## config.mk

```make
export PLATFORM = sky130hd
export DESIGN_NAME = pattern_stim_gen
export DESIGN_NICKNAME = d
export VERILOG_FILES = /design/src/rtl/stim_pkg.sv /design/src/rtl/bin2gray.sv /design/src/rtl/pattern_stim_gen.sv
export SDC_FILE = /design/constraint.sdc
export NUM_CORES = 1
export LEC_CHECK = 0
export CORE_MARGIN = 2
export CORE_UTILIZATION = 45
export CTS_CLUSTER_SIZE = 10
export DETAILED_ROUTE_END_ITERATION = 16
export PLACE_DENSITY = 0.67
export SYNTH_ARGS = -nofsm -noshare
export SYNTH_HDL_FRONTEND = slang
export SYNTH_SLANG_ARGS = --single-unit
```

## constraint.sdc

```tcl
create_clock -name clk -period 4.1 [get_ports clk]
set_input_delay 1.23 -clock clk [delete_from_list [all_inputs] [get_ports clk]]
set_output_delay 1.23 -clock clk [all_outputs]
set_load 0.05 [all_outputs]
```

## src/rtl/stim_pkg.sv

```systemverilog
// stim_pkg: shared FSM state type and sweep direction encodings for pattern_stim_gen
package stim_pkg;
  typedef enum logic [1:0] {IDLE, RUN, DONE} state_t;
  localparam logic DIR_UP   = 1'b0;
  localparam logic DIR_DOWN = 1'b1;
endpackage

```

## src/rtl/bin2gray.sv

```systemverilog
// bin2gray: combinational binary to reflected Gray code conversion
module bin2gray #(
  parameter int WIDTH = 6
) (
  input  logic [WIDTH-1:0] bin_i,
  output logic [WIDTH-1:0] gray_o
);
  assign gray_o = bin_i ^ (bin_i >> 1);
endmodule

```

## src/rtl/pattern_stim_gen.sv

```systemverilog
// pattern_stim_gen: exhaustive WIDTH-bit up/down sweep, each value held HOLD cycles; Gray output when STIM_GRAY_EN is defined
module pattern_stim_gen
  import stim_pkg::*;
#(
  parameter int WIDTH = 6,
  parameter int HOLD  = 100
) (
  input  logic             clk,
  input  logic             rst,
  input  logic             start,
  input  logic             dir,
  input  logic             pause,
`ifdef STIM_GRAY_EN
  input  logic             gray_sel,
`endif
  output logic [WIDTH-1:0] pattern,
  output logic             valid,
  output logic             busy,
  output logic             done
);
  localparam int HW = (HOLD > 1) ? $clog2(HOLD) : 1;
  localparam logic [HW-1:0] HOLD_LAST = HW'(HOLD - 1);
  localparam logic [WIDTH-1:0] ONES = '1;
  state_t           state_q;
  logic [WIDTH-1:0] cnt_q, cnt_d, pat_d;
  logic [HW-1:0]    hold_q;
  logic             dir_q, last_hold, at_term;
  // next count: start value while idle, otherwise one step in the latched direction
  always_comb begin
    cnt_d     = (state_q == IDLE) ? ((dir == DIR_DOWN) ? ONES : '0)
                                  : ((dir_q == DIR_DOWN) ? cnt_q - 1'b1 : cnt_q + 1'b1);
    at_term   = cnt_q == ((dir_q == DIR_UP) ? ONES : '0);
    last_hold = hold_q == HOLD_LAST;
  end
`ifdef STIM_GRAY_EN
  logic             gray_q, gray_d;
  logic [WIDTH-1:0] gray_cnt;
  assign gray_d = (state_q == IDLE) ? gray_sel : gray_q;
  assign pat_d  = gray_d ? gray_cnt : cnt_d;
  bin2gray #(.WIDTH(WIDTH)) u_bin2gray (.bin_i(cnt_d), .gray_o(gray_cnt));
  // Gray select is captured only when a sweep is launched
  always_ff @(posedge clk) begin
    if (rst) gray_q <= 1'b0;
    else if (state_q == IDLE && start) gray_q <= gray_sel;
  end
`else
  assign pat_d = cnt_d;
`endif
  // sweep FSM with registered outputs; the terminal check precedes the step so count never wraps
  always_ff @(posedge clk) begin
    if (rst) begin
      state_q <= IDLE;
      cnt_q   <= '0;
      hold_q  <= '0;
      dir_q   <= DIR_UP;
      pattern <= '0;
      valid   <= 1'b0;
      busy    <= 1'b0;
      done    <= 1'b0;
    end else begin
      case (state_q)
        IDLE: if (start) begin
          state_q <= RUN;
          cnt_q   <= cnt_d;
          hold_q  <= '0;
          dir_q   <= dir;
          pattern <= pat_d;
          valid   <= 1'b1;
          busy    <= 1'b1;
        end
        RUN: if (!pause) begin
          if (!last_hold) hold_q <= hold_q + 1'b1;
          else if (at_term) begin
            state_q <= DONE;
            valid   <= 1'b0;
            done    <= 1'b1;
          end else begin
            cnt_q   <= cnt_d;
            hold_q  <= '0;
            pattern <= pat_d;
          end
        end
        DONE: begin
          state_q <= IDLE;
          done    <= 1'b0;
          busy    <= 1'b0;
        end
        default: state_q <= IDLE;
      endcase
    end
  end
endmodule

```

-- Word level (Yosys, flattened, before mapping)
Index checks and enable logic that the tools add are counted.
- bits of input ports: 5
- logic and storage cells: 60
- register bits after elaboration: 19
- add/subtract/negate cells: 3
- mux-type cells: 29
- equality and inequality tests: 10
- reductions and logical operators: 11
- operators by type and width (operator ; count):
    6-bit two-way mux ; 8
    7-bit two-way mux ; 4
    7-bit case mux with 2 select lines ; 1
    6-bit case mux with 2 select lines ; 1
    4-bit AND reduction ; 3
    2-bit inequality test, second input constant ; 5
    5-bit AND reduction ; 2
    2-bit two-way mux ; 4
    7-bit by 1-bit adder with 7-bit output, second input constant ; 1
    7-bit equality test, second input constant ; 1
    1-bit two-way mux ; 7
    6-bit by 1-bit adder with 6-bit output, second input constant ; 1
    6-bit equality test ; 1
    1-bit case mux with 2 select lines ; 3
    2-bit nonzero test ; 3
    6-bit by 1-bit subtractor with 6-bit output, second input constant ; 1
    2-bit case mux with 2 select lines ; 1
    2-bit AND reduction ; 2
    3-bit inequality test, second input constant ; 1
    2-bit by 1-bit equality test with 1-bit output, second input constant ; 1
    2-bit equality test, second input constant ; 1
    2-bit zero test ; 1

-- Depth between registers and ports, before layout
Gate-level depths: netlist (run 1).
- word-level depth: 7
- gate-level depth with buffers: 7
- depth with buffers taken out: 7

-- Least setup slack after synthesis (run 1)
Ideal clock, no wire load.
- path type: input -> register
- from: in pause
- to: reg hold_q[0]
- library setup time: 122 ps
- path slack: 1809 ps
- data arrival time: 2169 ps
- stages on the path: 5
- data required time: 3978 ps
- cells stage by stage: o311a_4 -> a211oi_4 -> or2_2 -> clkbuf_1 -> nor2_1
- word-level cells in the longest chain between the ends: 2
- ends and longest elaborated chain (item ; line ; source):
    from (decl) ; pattern_stim_gen.sv:12 ; input logic pause,
    2-bit inequality test (no source line) ; n/a ;
    4-bit AND reduction (no source line) ; n/a ;
    to (signal assigned) ; pattern_stim_gen.sv:72 ; if (!last_hold) hold_q <= hold_q + 1'b1;
    to (decl) ; pattern_stim_gen.sv:26 ; logic [HW-1:0] hold_q;
No other way between the ends.
A chain may end at the register's enable or synchronous reset.

==> out/metrics.csv, run 1 <==
metric;value;unit
YS warnings;0;
LEAKAGE;0.482;nW
status;complete, no violations;
clock sink total;19;
CTS Buffer Depth;2;
Synth Area in Compound Gates;0.241;
Layout Nets;158;
gpl congestion;0.806;
#FFs+latches synth;19;
Required @ worst endpoint;2.87;ns
Post-Synth Simple-Gate Area;0.241;
max-slew violations;0;
first-pass GRT wire length;3.93;mm
min cycle time layout;2.86;ns
CTS Hold Bufs;0;
Area Growth Syn to Fin;15.3;%
CP Buf/Inv Count;1;
number of buffers created by CTS;3;
Total Wirelength;2.41;mm
n_diodes;0;
DR DRC count;0;
max_cap viols;0;
Final Skew;0.00739;ns
critical path type;register to primary output;
pin count of the biggest net entering global routing;15;
WL per Instance;13.7;um
Synth cell types;41;
crit path launch type;register;
PD cells;339;nW/um^2
Cells after Synth;133;
Synth Cell Area;1120;um^2
Rows;18;
CP endpoint kind;primary output;
Worst EP arrival;1.63;ns
Root Driver;clkbuf_4;
Global Route Usage Sum;0.189;
Initial Util;0.464;
DR vias/cell;5.57;
CTS tree;done;
Synth Area in XOR/XNOR;0.0470;
combinational family with the most area after synthesis;compound AO/OA/AOI/OAI gates;
Worst-path clk slew;0.12;ns
share of cells above drive strength 1;0.0890;
1st-pass router iterations;3;
top_reg_cell synth;dfxtp_1;
via count;981;
DP HPWL;1.73;mm
critical path's slowest cell;clkdlybuf4s50_1;
die height;53.8;um
Hold Vio Cnt, Final;0;
Final Setup Violations;0;
Synth Area in Adders;0.0739;
Slew @ Worst Pin;0.544;ns
RSZ-0062 raised after global routing;false;
Clock Latency Late Sink;0.31;ns
post-synthesis net count;144;
CP Max Fanout;7;
post-route setup TNS;0;ns
cells resized by post-CTS repair;0;
CORE AREA;2410;um^2
Post-CTS Setup Inserts;0;
GRT Residual Overflow;0;
largest stage delay on the critical path;0.85;ns
Die X;53.8;um
buffers added on ports;13;
Initial DRC Count;13;
max_slew headroom;0.636;
initial antenna violation count;0;
delay-heaviest family, CP;buffers and inverters;
Avg Inst Size Synth;8.40;um^2
vias in the first global route;887;
maximum vdd drop;188;uV
FMAX;0.349;GHz
Die Area;2900;um^2
Tcrit/Tclk final;0.698;
Hold Path Class;register to register;
Async S/R FF share, synth;0;
Tot Pwr;0.000436;W
Post-synth EDFFs;0;
I/O pin total;14;
CTS H-tree depth;1;
Seq/Total Area, Yosys;0.340;
Final ANT Viol Nets;0;
crit-path cells;clkdlybuf4s50_1;
Fillers;231;
post-synthesis mux area share;0.00896;
==> area by class of cell <==
class | instances | area (um^2) | share of cell area
timing repair buffer | 13 | 130 | 0.101
clock inverter | 1 | 5.00 | 0.00388
inverter | 8 | 30.0 | 0.0233
multi-input combinational | 102 | 683 | 0.530
tap | 30 | 37.5 | 0.0291
clock buffer | 3 | 22.5 | 0.0175
sequential | 19 | 380 | 0.295
==> layout by cell type, fill, tap and decap left out, types with 2 or more instances in the layout <==
master	Yosys	routed
dfxtp_1	19	19
nor2_1	14	14
clkdlybuf4s50_1	0	13
nand2_1	11	11
a21oi_1	10	10
inv_1	8	8
nor3_1	8	8
o21ai_0	5	5
ha_1	5	5
nand4_1	3	3
a211oi_1	3	3
nand2b_1	3	3
xor2_1	3	3
a21o_1	3	3
nand3_1	3	3
xnor2_1	3	3
clkbuf_4	0	3
o21a_1	2	2
or2_2	2	2
o31ai_1	2	2
nor3b_1	2	2
a311oi_1	2	2
==> flip-flops by register name, indices dropped and copies added (netlist names) <==
| signal | flops |
|---|---|
| busy | 1 |
| hold_q | 7 |
| valid | 1 |
| state_q | 2 |
| dir_q | 1 |
| cnt_q | 6 |
| done | 1 |
==> cells by family after synthesis <==
group / count (synthesis)
multiplexers: 1
XOR/XNOR: 6
AO/OA/AOI/OAI: 36
adder cells (fa/ha/maj): 6
AND/OR/NAND/NOR: 53
flip-flops: 19
buffers and inverters: 12
==> stage by stage <==
step                instance area [um^2]  hold WS, ns  worst slack [ns]  utilization  instances
global route                        1290        0.511              1.16        0.535        176
floorplan                           1120        0.477              1.81            -        133
global placement                    1260        0.457              1.16        0.523        172
finish                              1290        0.471              1.24        0.535        176
CTS                                 1290        0.477              1.24        0.535        176
detailed placement                  1260        0.461              1.12        0.523        172
==> synth_stat cells, types with 2 or more instances <==
cell type | number | area (um^2)
nor2_1 | 14 | 52.6
a311oi_1 | 2 | 17.5
xnor2_1 | 3 | 26.3
clkbuf_1 | 2 | 7.51
a211oi_1 | 3 | 22.5
inv_1 | 8 | 30.0
nand2b_1 | 3 | 18.8
dfxtp_1 | 19 | 380
nor3_1 | 8 | 40.0
ha_1 | 5 | 62.6
xor2_1 | 3 | 26.3
o21ai_0 | 5 | 25.0
o21a_1 | 2 | 15.0
o31ai_1 | 2 | 15.0
nand3_1 | 3 | 15.0
a21o_1 | 3 | 22.5
a21oi_1 | 10 | 50.1
or2_2 | 2 | 12.5
nand2_1 | 11 | 41.3
nand4_1 | 3 | 18.8
nor3b_1 | 2 | 15.0
==> power by group <==
part / leakage [nW] / switching, W / internal, W
Sequential: 0.156 / 0.0000136 / 0.000196
Clock: 0.0177 / 0.0000642 / 0.0000364
Combinational: 0.308 / 0.0000780 / 0.0000484
Total: 0.482 / 0.000156 / 0.000281
==> final timing paths <==
kind             start          to  slack (ns)  depth (start not counted)
max reg2reg  hold_q[2]   hold_q[6]        1.94                          5
max           cnt_q[0]  pattern[0]        1.24                          1
min reg2reg       busy        busy        0.47                          2
min               busy        busy        0.47                          2
==> metal layers <==
metal | vias up | global-route usage | wire (um)
li1 | 506 | - | -
met1 | 460 | 0.249 | 1230
met2 | 11 | 0.303 | 1070
met3 | 4 | 0.0333 | 62
met4 | 0 | 0.0769 | 39
met5 | - | 0 | 0
(Power assumes the default switching activity.)
==> run 2, diff against run 1 <==
--- a/config.mk
+++ b/config.mk
@@ -9,7 +9,7 @@
 export CORE_UTILIZATION = 45
 export CTS_CLUSTER_SIZE = 10
 export DETAILED_ROUTE_END_ITERATION = 16
-export PLACE_DENSITY = 0.67
+export PLACE_DENSITY = 0.69
 export SYNTH_ARGS = -nofsm -noshare
 export SYNTH_HDL_FRONTEND = slang
 export SYNTH_SLANG_ARGS = --single-unit
==> constraint.sdc (replaced) <==
create_clock -name clk -period 2.6 [get_ports clk]
set_input_delay 0.78 -clock clk [delete_from_list [all_inputs] [get_ports clk]]
set_output_delay 0.78 -clock clk [all_outputs]
set_load 0.05 [all_outputs]
==> out/metrics.csv, run 2 (synthesized netlist as in run 1, its figures left out) <==
metric;value;unit;change
status;complete, no violations;;
pin count of the biggest net entering global routing;11;;-4
CTS H-tree depth;1;;unchanged
Die Area;2900;um^2;unchanged
P_sw;0.000240;W;+54%
CP endpoint kind;primary output;;
critical path's slowest cell;clkdlybuf4s50_1;;
Required @ worst endpoint;1.82;ns;-1.05 ns
Area Growth Syn to Fin;16.6;%;
number of buffers created by CTS;3;;unchanged
Worst-path clk slew;0.12;ns;about the same
Post-CTS Setup Inserts;0;;unchanged
Clock power frac;0.224;;-0.007
PD cells;528;nW/um^2;+56%
biggest regs;hold_q (7), cnt_q (6), state_q (2);;
largest stage delay on the critical path;0.85;ns;about the same
via count;988;;+0.71%
Biggest register;hold_q;;
vias in the first global route;932;;+5.1%
critical path type;register to primary output;;
Final Skew;0.0123;ns;+0.00494 ns
Initial DRC Count;20;;+7
delay-heaviest family, CP;buffers and inverters;;
min cycle time layout;2.40;ns;
Internal Power;0.000448;W;+60%
first-pass GRT wire length;4.13;mm;+4.9%
RSZ-0062 raised after global routing;false;;
Largest register FFs;7;;unchanged
I/O pin total;14;;unchanged
Clock Latency Late Sink;0.30;ns;about the same
CP Buf/Inv Count;1;;unchanged
crit path launch type;register;;
buffers added on ports;13;;unchanged
most common cell after layout, fill and taps aside;dfxtp_1;;
DR vias/cell;5.55;;-0.42%
post-route setup TNS;0;ns;unchanged
sw frac;0.349;;-0.00846
CP Max Fanout;7;;unchanged
WHS;0.473;ns;+0.00184 ns
share of cells above drive strength 1;0.0946;;+0.00555
CTS Buffer Depth;2;;unchanged
n_diodes;0;;unchanged
Rows;18;;unchanged
gpl congestion;0.789;;-2.0%
Layout Nets;160;;+1.3%
max-slew violations;0;;unchanged
Hold Path Class;register to register;;
1st-pass router iterations;4;;+1
initial antenna violation count;0;;unchanged
Reg power frac;0.481;;about the same
Final ANT Viol Nets;0;;unchanged
DR DRC count;0;;unchanged
Root Driver;clkbuf_4;;
CORE AREA;2410;um^2;unchanged
DP HPWL;1.86;mm;+7.6%
max_slew headroom;0.672;;+0.0353
die height;53.8;um;unchanged
GRT Residual Overflow;0;;unchanged
CTS Hold Bufs;0;;unchanged
maximum vdd drop;442;uV;+130%
Slew @ Worst Pin;0.491;ns;-0.0529 ns
crit-path cells;clkdlybuf4s50_1;;
cells resized by post-CTS repair;0;;unchanged
FMAX;0.417;GHz;
LEAKAGE;0.489;nW;+1.4%
Tot Pwr;0.000688;W;+58%
clock sink total;19;;unchanged
Final Setup Violations;0;;unchanged
Tcrit/Tclk final;0.923;;
Global Route Usage Sum;0.197;;+0.00787
most frequent cells in the layout;dfxtp_1 (19), nor2_1 (14), clkdlybuf4s50_1 (13);;
Initial Util;0.464;;unchanged
combinational fraction of design power;0.295;;+0.005
CTS tree;done;;
max_cap viols;0;;unchanged
Worst EP arrival;1.62;ns;about the same
Total Wirelength;2.42;mm;+0.54%
WL per Instance;13.6;um;-0.59%
Die X;53.8;um;unchanged
Hold Vio Cnt, Final;0;;unchanged
run 2: cell types whose count changed in the layout (fill, tap and decap cells not counted):
cell / delta
buf_4: +2
clkinv_2: -1
clkbuf_1: +1
run 2: per-layer routing:
layer	up-vias	global-route usage	wire length (um)
met4	0	0.0385	25
met2	18	0.315	1060
met1	452	0.261	1250
li1	514	-	-
met3	4	0.0611	89
met5	-	0	0
run 2: path summary, 6_finish.rpt:
check | startpoint | end | slack (ns) | cells past startpoint
max | cnt_q[0] | pattern[0] | 0.20 | 1
min | busy | busy | 0.47 | 2
max reg2reg | dir_q | hold_q[6] | 0.47 | 5
min reg2reg | busy | busy | 0.47 | 2
run 2: metrics by stage:
step	std cells	setup WS [ns]	util	instance area [um^2]
floorplan	133	0.485	-	1120
global placement	174	0.201	0.530	1280
detailed placement	174	0.144	0.530	1280
CTS	178	0.197	0.540	1300
global route	178	0.141	0.540	1300
finish	178	0.200	0.540	1300
run 2: area by class of cell:
| type | count | area (um^2) |
|---|---|---|
| fillers | 225 | 1110 |
| repair buffers | 15 | 145 |
| flip-flops and latches | 19 | 380 |
| clock buffers | 4 | 26.3 |
| multi-input cells | 102 | 683 |
| well taps | 30 | 37.5 |
| inverters | 8 | 30.0 |
run 2: power groups by stage:
stage | sequential [W] | clock (W) | combinational, W
2_1_floorplan | 0.000376 | 0 | 0.000106
6_report | 0.000331 | 0.000154 | 0.000203
4_1_cts | 0.000331 | 0.000158 | 0.000203
5_1_grt | 0.000334 | 0.000168 | 0.000222
3_5_place_dp | 0.000337 | 0 | 0.000202
3_3_place_gp | 0.000336 | 0 | 0.000199
